File: src/rtl/nibble_frame_loader_pkg.sv
// Shared types and constants for the serial-to-nibble frame loader.
// Frame layout is address (MSB first) followed by one data nibble (MSB first).
package nibble_frame_loader_pkg;

  localparam int NIBBLE_W = 4;

  typedef enum logic [1:0] {
    ST_IDLE     = 2'd0,
    ST_SHIFT    = 2'd1,
    ST_LOAD     = 2'd2,
    ST_WAIT_END = 2'd3
  } loader_state_e;

  function automatic int frame_bits(input int addr_w);
    return addr_w + NIBBLE_W;
  endfunction

endpackage

File: src/rtl/nibble_frame_loader_idle_timer.sv
// Counts consecutive idle cycles inside a frame. expire is high during the
// enabled cycle that completes TIMEOUT idle cycles in a row.
module frame_idle_timer #(
  parameter int TIMEOUT = 255,
  parameter int TMR_W   = 8
) (
  input  logic clk,
  input  logic rst,
  input  logic clear,
  input  logic enable,
  output logic expire
);

  localparam logic [TMR_W-1:0] LAST_IDLE = TMR_W'(TIMEOUT - 1);
  localparam logic [TMR_W-1:0] SAT_VAL   = TMR_W'(TIMEOUT);

  logic [TMR_W-1:0] count_q;

  always_ff @(posedge clk) begin
    if (rst || clear) begin
      count_q <= '0;
    end else if (enable && (count_q != SAT_VAL)) begin
      count_q <= count_q + TMR_W'(1);
    end
  end

  assign expire = enable && (count_q == LAST_IDLE);

endmodule

File: src/rtl/nibble_frame_loader.sv
// Assembles a serial address+nibble frame and drives the shared nibble bus
// with a one-hot load strobe; flags short, overlong, stalled and bad-address frames.
module nibble_frame_loader
  import nibble_frame_loader_pkg::*;
#(
  parameter int NUM_REGS = 4,
  parameter int ADDR_W   = 2,
  parameter int TIMEOUT  = 255,
  parameter int TMR_W    = 8
) (
  input  logic                clk,
  input  logic                rst,
  input  logic                SDI,
  input  logic                SVALID,
  input  logic                SFRAME,
  output logic [NIBBLE_W-1:0] DATA,
  output logic [NUM_REGS-1:0] LOAD,
  output logic                BUSY,
  output logic                ERR,
  output loader_state_e       dbg_state
);

  localparam int FRAME_BITS = frame_bits(ADDR_W);
  localparam int CNT_W      = $clog2(FRAME_BITS + 1);
  localparam logic [CNT_W-1:0] LAST_BIT = CNT_W'(FRAME_BITS - 1);

  // Bit strobe: a bit is taken whenever SVALID and SFRAME are both high in
  // an accepting state. There is no backpressure; the sender never waits.

  loader_state_e state_q, state_d;
  logic [FRAME_BITS-2:0] shift_q, shift_d;
  logic [CNT_W-1:0]      cnt_q, cnt_d;
  logic                  sframe_q;
  logic [NUM_REGS-1:0]   load_q, load_d;
  logic [NIBBLE_W-1:0]   data_q, data_d;
  logic                  err_q, err_d;

  // The final bit goes straight from SDI into the decode, so the
  // register only ever holds the first FRAME_BITS-1 bits.
  logic [FRAME_BITS-1:0] shift_in;
  logic [ADDR_W-1:0]     frame_addr;
  logic [NIBBLE_W-1:0]   frame_nib;
  logic                  addr_ok;
  logic [NUM_REGS-1:0]   addr_onehot;
  logic                  frame_start;
  logic                  tmr_clear;
  logic                  tmr_enable;
  logic                  tmr_expire;

  assign shift_in    = {shift_q, SDI};
  assign frame_addr  = shift_in[FRAME_BITS-1 -: ADDR_W];
  assign frame_nib   = shift_in[NIBBLE_W-1:0];
  assign addr_ok     = int'(frame_addr) < NUM_REGS;
  assign frame_start = SFRAME && !sframe_q;

  always_comb begin
    addr_onehot = '0;
    for (int i = 0; i < NUM_REGS; i++) begin
      if (frame_addr == ADDR_W'(i)) addr_onehot[i] = 1'b1;
    end
  end

  assign tmr_enable = (state_q == ST_SHIFT) && SFRAME && !SVALID;
  assign tmr_clear  = (state_q != ST_SHIFT) || SVALID;

  frame_idle_timer #(
    .TIMEOUT (TIMEOUT),
    .TMR_W   (TMR_W)
  ) u_idle_timer (
    .clk    (clk),
    .rst    (rst),
    .clear  (tmr_clear),
    .enable (tmr_enable),
    .expire (tmr_expire)
  );

  always_comb begin
    state_d = state_q;
    shift_d = shift_q;
    cnt_d   = cnt_q;
    load_d  = '0;
    data_d  = data_q;
    err_d   = 1'b0;
    unique case (state_q)
      ST_IDLE: begin
        shift_d = '0;
        cnt_d   = '0;
        if (frame_start) begin
          state_d = ST_SHIFT;
          if (SVALID) begin
            shift_d[0] = SDI;
            cnt_d      = CNT_W'(1);
          end
        end
      end
      ST_SHIFT: begin
        if (!SFRAME) begin
          err_d   = 1'b1;
          cnt_d   = '0;
          state_d = ST_IDLE;
        end else if (SVALID) begin
          shift_d = shift_in[FRAME_BITS-2:0];
          if (cnt_q == LAST_BIT) begin
            cnt_d   = '0;
            state_d = ST_LOAD;
            if (addr_ok) begin
              load_d = addr_onehot;
              data_d = frame_nib;
            end else begin
              err_d = 1'b1;
            end
          end else begin
            cnt_d = cnt_q + CNT_W'(1);
          end
        end else if (tmr_expire) begin
          err_d   = 1'b1;
          cnt_d   = '0;
          state_d = ST_WAIT_END;
        end
      end
      ST_LOAD: begin
        // A bit landing in the load cycle already makes the frame overlong.
        err_d   = SVALID && SFRAME;
        state_d = SFRAME ? ST_WAIT_END : ST_IDLE;
      end
      ST_WAIT_END: begin
        if (!SFRAME) begin
          state_d = ST_IDLE;
        end else if (SVALID) begin
          err_d = 1'b1;
        end
      end
      default: state_d = ST_IDLE;
    endcase
  end

  always_ff @(posedge clk) begin
    if (rst) begin
      state_q  <= ST_IDLE;
      shift_q  <= '0;
      cnt_q    <= '0;
      sframe_q <= 1'b1;
      load_q   <= '0;
      data_q   <= '0;
      err_q    <= 1'b0;
    end else begin
      state_q  <= state_d;
      shift_q  <= shift_d;
      cnt_q    <= cnt_d;
      sframe_q <= SFRAME;
      load_q   <= load_d;
      data_q   <= data_d;
      err_q    <= err_d;
    end
  end

  assign DATA      = data_q;
  assign LOAD      = load_q;
  assign ERR       = err_q;
  assign BUSY      = (state_q == ST_SHIFT) || (state_q == ST_LOAD);
  assign dbg_state = state_q;

endmodule

File: config.mk
export PLATFORM = sky130hd
export DESIGN_NAME = nibble_frame_loader
export DESIGN_NICKNAME = d
export VERILOG_FILES = /design/src/rtl/nibble_frame_loader_pkg.sv /design/src/rtl/nibble_frame_loader_idle_timer.sv /design/src/rtl/nibble_frame_loader.sv
export SDC_FILE = /design/constraint.sdc
export NUM_CORES = 1
export LEC_CHECK = 0
export ABC_CLOCK_PERIOD_IN_PS = 2600
export CELL_PAD_IN_SITES_DETAIL_PLACEMENT = 0
export CELL_PAD_IN_SITES_GLOBAL_PLACEMENT = 1
export CORE_ASPECT_RATIO = 1.25
export CORE_UTILIZATION = 42
export CTS_CLUSTER_DIAMETER = 40
export DETAILED_ROUTE_END_ITERATION = 10
export DONT_BUFFER_PORTS = 1
export PLACE_DENSITY = 0.84
export SYNTH_ARGS = -nofsm -noshare
export SYNTH_HDL_FRONTEND = slang
export SYNTH_HIERARCHICAL = 1
export SYNTH_SLANG_ARGS = --single-unit
File: constraint.sdc
create_clock -name clk -period 2.6 [get_ports clk]
set_input_delay 0.13 -clock clk [delete_from_list [all_inputs] [get_ports clk]]
set_output_delay 0.13 -clock clk [all_outputs]
set_load 0.01 [all_outputs]
# [Word level (Yosys, flattened, before mapping)]
# Index checks and enable logic that the tools add are counted.
[op_classes] bitwise=4 n_div=0 reduce_logical=19 n_mul=0 n_eq_ne=16 shift=0 muxes=30 add_sub_neg=2 order_cmp=0
[ops] operator="$mux 2" n=7
[ops] operator="$mux 1" n=13
[ops] operator="$mux 3" n=4
[ops] operator="$mux 5" n=2
[ops] operator="$pmux 5 s2" n=1
[ops] operator="$add 8x1->8 const B" n=1
[ops] operator="$eq 2x2->1 const B" n=4
[ops] operator="$eq 8x8->1 const B" n=1
[ops] operator="$ne 2x2->1 const B" n=4
[ops] operator="$ne 8x8->1 const B" n=1
[ops] operator="$pmux 2 s4" n=1
[ops] operator="$reduce_and 4->1" n=2
[ops] operator="$logic_and 1x1->1" n=6
[ops] operator="$pmux 3 s2" n=1
[ops] operator="$reduce_or 5->1" n=1
[ops] operator="$eq 2x1->1 const B" n=2
[ops] operator="$logic_not 2->1" n=2
[ops] operator="$ne 4x3->1 const B" n=1
[ops] operator="$ne 4x4->1 const B" n=1
[ops] operator="$not 1->1" n=4
[ops] operator="$add 3x1->3 const B" n=1
[ops] operator="$eq 3x3->1 const B" n=1
[ops] operator="$logic_or 1x1->1" n=3
[ops] operator="$pmux 1 s3" n=1
[ops] operator="5 further kinds" n=6
[totals] ramBits=0 wordCells=79 input_bits=5 out_inout_bits=12 romBits=0 latchBits=0 n_memories=0 regBits=28

# [Depth between registers and ports, before layout]
# Gate-level depths: netlist of run 1.
[depth] word_depth=8 ltp_mapped=11 depth_no_buf=10

# [Cells and area by module]
# The synthesis of run 1 kept the hierarchy.
[by_module_without_submodules] module="nibble_frame_loader" seq_area_each_um2=400.4 cells_each=101 n_inst=1 area_each_um2=933.4
[by_module_without_submodules] module="frame_idle_timer" seq_area_each_um2=160.2 cells_each=51 n_inst=1 area_each_um2=459.2

# [Worst setup path after synthesis of run 1]
# No wires, ideal clock.
[synth_path] path_kind="reg2reg" start="register state_q[1], in the netlist dbg_state[1]" end="register cnt_q[2]" n_path_buf=1 setup_ps=128 synth_period_minus_slack_ps=2452 path_slack_ps=148 t_required_ps=2472 arrival_ps=2324 stages_incl_launch_ff=12 path_cell_list="dfxtp_1 inv_1 ha_1 buf_6 or2b_1 nor2_1 nand2_1 nor3_1 and4bb_2 a211o_2 a32oi_1 nor2_1"
[synth_between] elab_chain_len=6 elab_cells_between_ends=9 classes_between="2 x eq/ne; 1 x mux; 6 x reduce/logical"
[synth_rtl] element="from (decl)" line_no="nibble_frame_loader.sv:30" rtl="loader_state_e state_q, state_d;"
[synth_rtl] element="from (signal assigned)" line_no="nibble_frame_loader.sv:147" rtl="state_q <= state_d;"
[synth_rtl] element="$eq 2x1->1" line_no="nibble_frame_loader.sv:63" rtl="assign tmr_enable = (state_q == ST_SHIFT) && SFRAME && !SVALID;"
[synth_rtl] element="$logic_and 1x1->1 (2 in a row)" line_no="nibble_frame_loader.sv:63"
[synth_rtl] element="net tmr_enable" line_no="nibble_frame_loader.sv:47" rtl="logic tmr_enable;"
[synth_rtl] element="$logic_and 1x1->1" line_no="nibble_frame_loader_idle_timer.sv:27" rtl="assign expire = enable && (count_q == LAST_IDLE);"
[synth_rtl] element="net tmr_expire" line_no="nibble_frame_loader.sv:48" rtl="logic tmr_expire;"
[synth_rtl] element="$ne 4x4->1 (no source line)"
[synth_rtl] element="$reduce_and 2->1 (no source line)"
[synth_rtl] element="to (signal assigned)" line_no="nibble_frame_loader.sv:149" rtl="cnt_q <= cnt_d;"
[synth_rtl] element="to (decl)" line_no="nibble_frame_loader.sv:32" rtl="logic [CNT_W-1:0] cnt_q, cnt_d;"
# The timed path passes the listed nets, and every way through them passes these cells.
# A chain may end at the register's enable or synchronous reset.

# [Final worst setup path of run 1]
[layout_path] start="register state_q[1], in the netlist dbg_state[1]" end="register cnt_q[1]"
# Same word-level chain as after synthesis.

==> results of run 1 <==
how the worst min path moves through the flow:
| stage | slack (ns) | endpoint | startpoint |
|---|---|---|---|
| after floorplan | 0.27 | DATA[0] | SDI |
| after global placement | 0.20 | dbg_state[0] | rst |
| after detailed placement | 0.20 | dbg_state[0] | rst |
| after CTS | 0.02 | shift_q[0] | SDI |
| after global routing | 0.02 | shift_q[0] | SDI |
| final | 0.02 | shift_q[0] | SDI |
power by group:
part / leakage [nW] / switching [mW] / internal [mW] / total [mW]
Combinational: 0.253 / 0.0722 / 0.0491 / 0.121
Clock: 0.0357 / 0.135 / 0.206 / 0.342
Sequential: 0.226 / 0.0104 / 0.438 / 0.448
registers in the layout, summed over array words and instances, names as in the netlist:
register / cells
dbg_state: 2
cnt_q: 3
ERR: 1
LOAD: 4
shift_q: 5
sframe_q: 1
u_idle_timer/count_q: 8
DATA: 4
placed cells by master, fill, tap and decap left out, types with 3 or more instances in the layout:
cell type | Yosys | final
dfxtp_1 | 28 | 28
nand2_1 | 19 | 19
nor2_1 | 14 | 14
a21oi_1 | 10 | 10
inv_1 | 9 | 9
ha_1 | 7 | 7
a211oi_1 | 6 | 6
a22oi_1 | 4 | 4
mux2i_1 | 4 | 4
nor4_1 | 3 | 3
nand3_1 | 3 | 3
or2_2 | 3 | 3
o21ai_0 | 3 | 3
clkbuf_8 | 0 | 3
dlygate4sd3_1 | 0 | 3
logic make-up after synthesis:
kind of cell / after synthesis
buffers and inverters: 14
DFF: 28
and+or+nand+nor: 65
muxes: 4
AOI/OAI and AO/OA: 34
adders and majority gates: 7
timing repair:
action / in CTS / in global routing
setup endpoints to repair: 0 / 0
hold buffers: 3 / 0
hold endpoints to repair: 17 / 0
cell type report:
type	count	area share, %
clock inverters	1	1.98
flip-flops and latches	28	36.9
inverters	9	2.23
well taps	37	3.05
multi-input cells	110	50.1
repair buffers	5	2.97
clock buffers	3	2.72
worst max-delay path: stages (launching register included):
cell	delay, ns
dfxtp_1	0.39
inv_1	0.13
ha_1	0.16
or2b_1	0.29
nor2_1	0.14
nand2_1	0.07
nor3_1	0.20
and4bb_2	0.30
a211o_2	0.32
a21oi_1	0.16
nor2_1	0.05
routing by layer:
layer  vias to the layer above  share of wire (%)  track usage (%)
met5                         -                  0                0
met4                         0                1.1             6.91
met3                         4                1.6             2.99
met2                        10                 53             32.0
met1                       520                 44             19.9
li1                        558                  -                -
metrics by stage:
step,hold slack (ns),instances
5_1_grt,0.0227,193
6_report,0.0230,193
2_1_floorplan,0.266,152
3_5_place_dp,0.201,186
3_3_place_gp,0.199,186
4_1_cts,0.0155,193
==> impl_metrics.toml, run 1 <==
[floorplan]
io_pins = 17
die_h_um = 66.4
start_util_pct = 43.6
core_um2 = 3190
die_area_um2 = 3550
num_rows = 23
die_w_um = 53.5

[synthesis]
syn-num-nets = 164
muxShareOfSynthArea_pct = 2.88
ys_ff_latch = 28
synth-simple-area-share_pct = 26.1
synth.distinct_cells = 41
synth_area_leaders = "dfxtp_1 (40%), ha_1 (6.3%), nand2_1 (5.1%), nor2_1 (3.8%), a21oi_1 (3.6%)"
yosysSeqAreaShare_pct = 40.3
synth-edff-count = 0
synth-xor-area-share_pct = 0
synth_compound_area_share_pct = 19.3
synthTopCellsByCount = "dfxtp_1 (28), nand2_1 (19), nor2_1 (14)"
synth_cells = 152
async_reset_ff_share_pct = 0
synth.most_common_cell = "dfxtp_1"
yosysWarnings = 6
synth_top_family_by_area = "simple AND/OR/NAND/NOR gates"
yosysTopAreaCell = "dfxtp_1"
synthAdderAreaFrac_pct = 6.29
syn_avg_cell_area_um2 = 9.16
ys.flop_type = "dfxtp_1"
synth_top_area_share_pct = 40.3
synth_area_um2 = 1390

[critical_path]
reg2reg_to = "cnt_q[1]"
worstSetupPathType = "flip-flop to flip-flop"
rrSetupSlack_ns = 0.27
cp-startpoint = "dbg_state[1]"
crit_required_ns = 2.75
crit_arrival_ns = 2.48
reg2reg_from = "dbg_state[1]"
cp-end-kind = "flip-flop"
rr_worst_depth = 10
critPathLaunchType = "flip-flop"
path_max_fanout = 6
endpoint = "cnt_q[1]"

[placement]
port_buffers = 0
dp_slack_ns = 0.301
place_area_um2 = 1420
dp_hpwl_um = 2000
gp_congestion = 0.850

[global_route]
grt_pass1_wl_um = 4640
grt-ovfl-total = 0
grt_max_degree = 18
antenna_found_initial = 0
grt_usage_pct = 17.8
grt_pass1_vias = 1079

[finish]
area_delta_synth_final_pct = 8.99
fin_util_pct = 47.5
drive_gt1_share_pct = 13.5
final_cell_area_um2 = 1520
n_antenna_cell = 0
nFillCells = 309
multi_input_area_um2 = 761
fin_nets = 169
seqCellArea_um2 = 561

[timing]
clock_skew_ns = 0.00372
post-route-period-util_pct = 89.6
fmax_ghz = 0.429
finalMaxSlewViolations = 0
setup_tns_ns = 0
fin_ws_ns = 0.271
finalCriticalPeriod_ns = 2.33
tightest_slew_ns = 0.605
finalHoldViolCount = 0
finalSetupViolations = 0
rsz0062_at_grt = "false"
max-slew-margin-rel_pct = 59.5

[cts]
cts_max_level = 1
root_buffer = "clkbuf_8"
ctsResizeCount = 0
cts_tree = "done"
postCtsSetupBuffers = 0
tritoncts.num_buffers = 3
clock-sinks = 28
clk_pin_slew_worst_paths_ns = 0.10
clock_latency_ns = 0.27
clock_path_buffers = 2

[power]
power_uw = 911
p_per_area_nw_per_um2 = 600
p_leak_nw = 0.515
max-vdd-ir-drop_mv = 0.317

[routing]
drtIter0Drc = 27
wl_per_cell_um = 14.3
routed_wl_um = 2760
postRouteAntennaNets = 0
drt_pass1_iterations = 4
vias = 1092
viasPerCell = 5.66
drc_errors = 0

[flow_run]
maxCapViolCount = 0

[worst_hold_path]
min_path_type = "input port to flip-flop"
holdPathStages = 2

[run_status]
run_status = "complete, no violations"
Power figures use the tool's default switching activity.
==> run 2, diff against run 1 <==
--- a/config.mk
+++ b/config.mk
@@ -13,6 +13,7 @@
 export CTS_CLUSTER_DIAMETER = 40
 export DETAILED_ROUTE_END_ITERATION = 10
 export DONT_BUFFER_PORTS = 1
+export MAX_ROUTING_LAYER = met4
 export PLACE_DENSITY = 0.84
 export SYNTH_ARGS = -nofsm -noshare
 export SYNTH_HDL_FRONTEND = slang
==> impl_metrics.toml, run 2 (same netlist as run 1, synthesis figures left out) <==
[routing]
routed_wl_um = 2760
drc_errors = 0
viasPerCell = 5.66
wl_per_cell_um = 14.3
postRouteAntennaNets = 0
drt_pass1_iterations = 4
drtIter0Drc = 24
vias = 1092

[critical_path]
cp-end-kind = "flip-flop"
worstSetupPathType = "flip-flop to flip-flop"
path_max_fanout = 6
crit_required_ns = 2.75
crit_arrival_ns = 2.48
rrSetupSlack_ns = 0.27
critPathLaunchType = "flip-flop"

[cts]
clock-sinks = 28
clock_path_buffers = 2
tritoncts.num_buffers = 3
root_buffer = "clkbuf_8"
ctsResizeCount = 0
clk_pin_slew_worst_paths_ns = 0.10
clock_latency_ns = 0.27
cts_max_level = 1
cts_tree = "done"

[power]
p_switching_uw = 218
p_per_area_nw_per_um2 = 600
max-vdd-ir-drop_mv = 0.317
p_int_uw = 693
p_comb_share_pct = 13.3
clock_power_share_pct = 37.5
p_seq_share_pct = 49.2
p_leak_nw = 0.515
switching_share_pct = 23.9

[timing]
finalMaxSlewViolations = 0
max-slew-margin-rel_pct = 59.5
post-route-period-util_pct = 89.7
setup_tns_ns = 0
fmax_ghz = 0.429
finalCriticalPeriod_ns = 2.33
rsz0062_at_grt = "false"
tightest_slew_ns = 0.605
holdWs_ns = 0.0228
clock_skew_ns = 0.00372
finalSetupViolations = 0
finalHoldViolCount = 0

[flow_run]
maxCapViolCount = 0

[finish]
area_delta_synth_final_pct = 8.99
largest_register_ffs = 8
top_regs = "u_idle_timer/count_q x8, shift_q x5"
nFillCells = 309
final_common_cell = "dfxtp_1"
fin_nets = 169
drive_gt1_share_pct = 13.5
fin_util_pct = 47.5
mostFrequentLayoutCells = "dfxtp_1 (28), nand2_1 (19), nor2_1 (14)"
max_flop_register = "u_idle_timer/count_q"
n_antenna_cell = 0

[worst_hold_path]
min_path_type = "input port to flip-flop"

[run_status]
run_status = "complete, no violations"

[global_route]
grt_usage_pct = 18.2
antenna_found_initial = 0
grt_pass1_vias = 1080
grt_pass1_wl_um = 4640
grt_max_degree = 18
grt-ovfl-total = 0

[placement]
gp_congestion = 0.863
port_buffers = 0
dp_hpwl_um = 2000

[floorplan]
die_w_um = 53.5
die_h_um = 66.4
core_um2 = 3190
die_area_um2 = 3550
start_util_pct = 43.6
io_pins = 17
num_rows = 23
run 2: power groups by stage:
stage                     Sequential (mW)  Clock (mW)  Combinational (mW)
after global placement              0.457           0               0.107
final                               0.448       0.342               0.121
after detailed placement            0.458           0               0.113
after CTS                           0.448       0.350               0.120
after global routing                0.449       0.362               0.133
after floorplan                     0.456           0               0.101
run 2: layout make-up:
cell class | count | area [µm²] | share of cell area, %
multi-input cells | 110 | 761 | 50.1
flip-flops and latches | 28 | 561 | 36.9
well taps | 37 | 46.3 | 3.05
repair buffers | 5 | 45.0 | 2.97
clock buffers | 3 | 41.3 | 2.72
inverters | 9 | 33.8 | 2.23
clock inverters | 1 | 30.0 | 1.98
run 2: metrics by stage:
stage	area [µm²]	total power [mW]	instances	setup slack, ns
after floorplan	1390	0.557	152	0.148
after global placement	1420	0.564	186	0.390
after detailed placement	1420	0.571	186	0.301
after CTS	1520	0.919	193	0.255
after global routing	1520	0.944	193	0.0849
final	1520	0.911	193	0.269
run 2: worst paths after layout:
path | from | end | cells after the start
setup / recovery | dbg_state[1] | cnt_q[1] | 10
hold / removal | SDI | shift_q[0] | 2
setup reg to reg | dbg_state[1] | cnt_q[1] | 10
hold reg to reg | shift_q[0] | shift_q[0] | 2
run 2: routing by layer:
layer	up-vias	track usage, %	routed length, µm
li1	558	-	-
met1	520	19.9	1220
met2	10	32.0	1470
met3	4	2.99	43
met4	0	6.91	29
met5	-	-	0
run 2: timing repair:
action / CTS / global route
setup buffers: 0 / 0
hold buffers: 3 / 0
hold endpoints to repair: 17 / 0
run 2: worst max-delay path: stages, from the launching register on:
cell	delay, ns
dfxtp_1	0.39
inv_1	0.13
ha_1	0.16
or2b_1	0.29
nor2_1	0.14
nand2_1	0.07
nor3_1	0.20
and4bb_2	0.30
a211o_2	0.32
a21oi_1	0.16
nor2_1	0.05
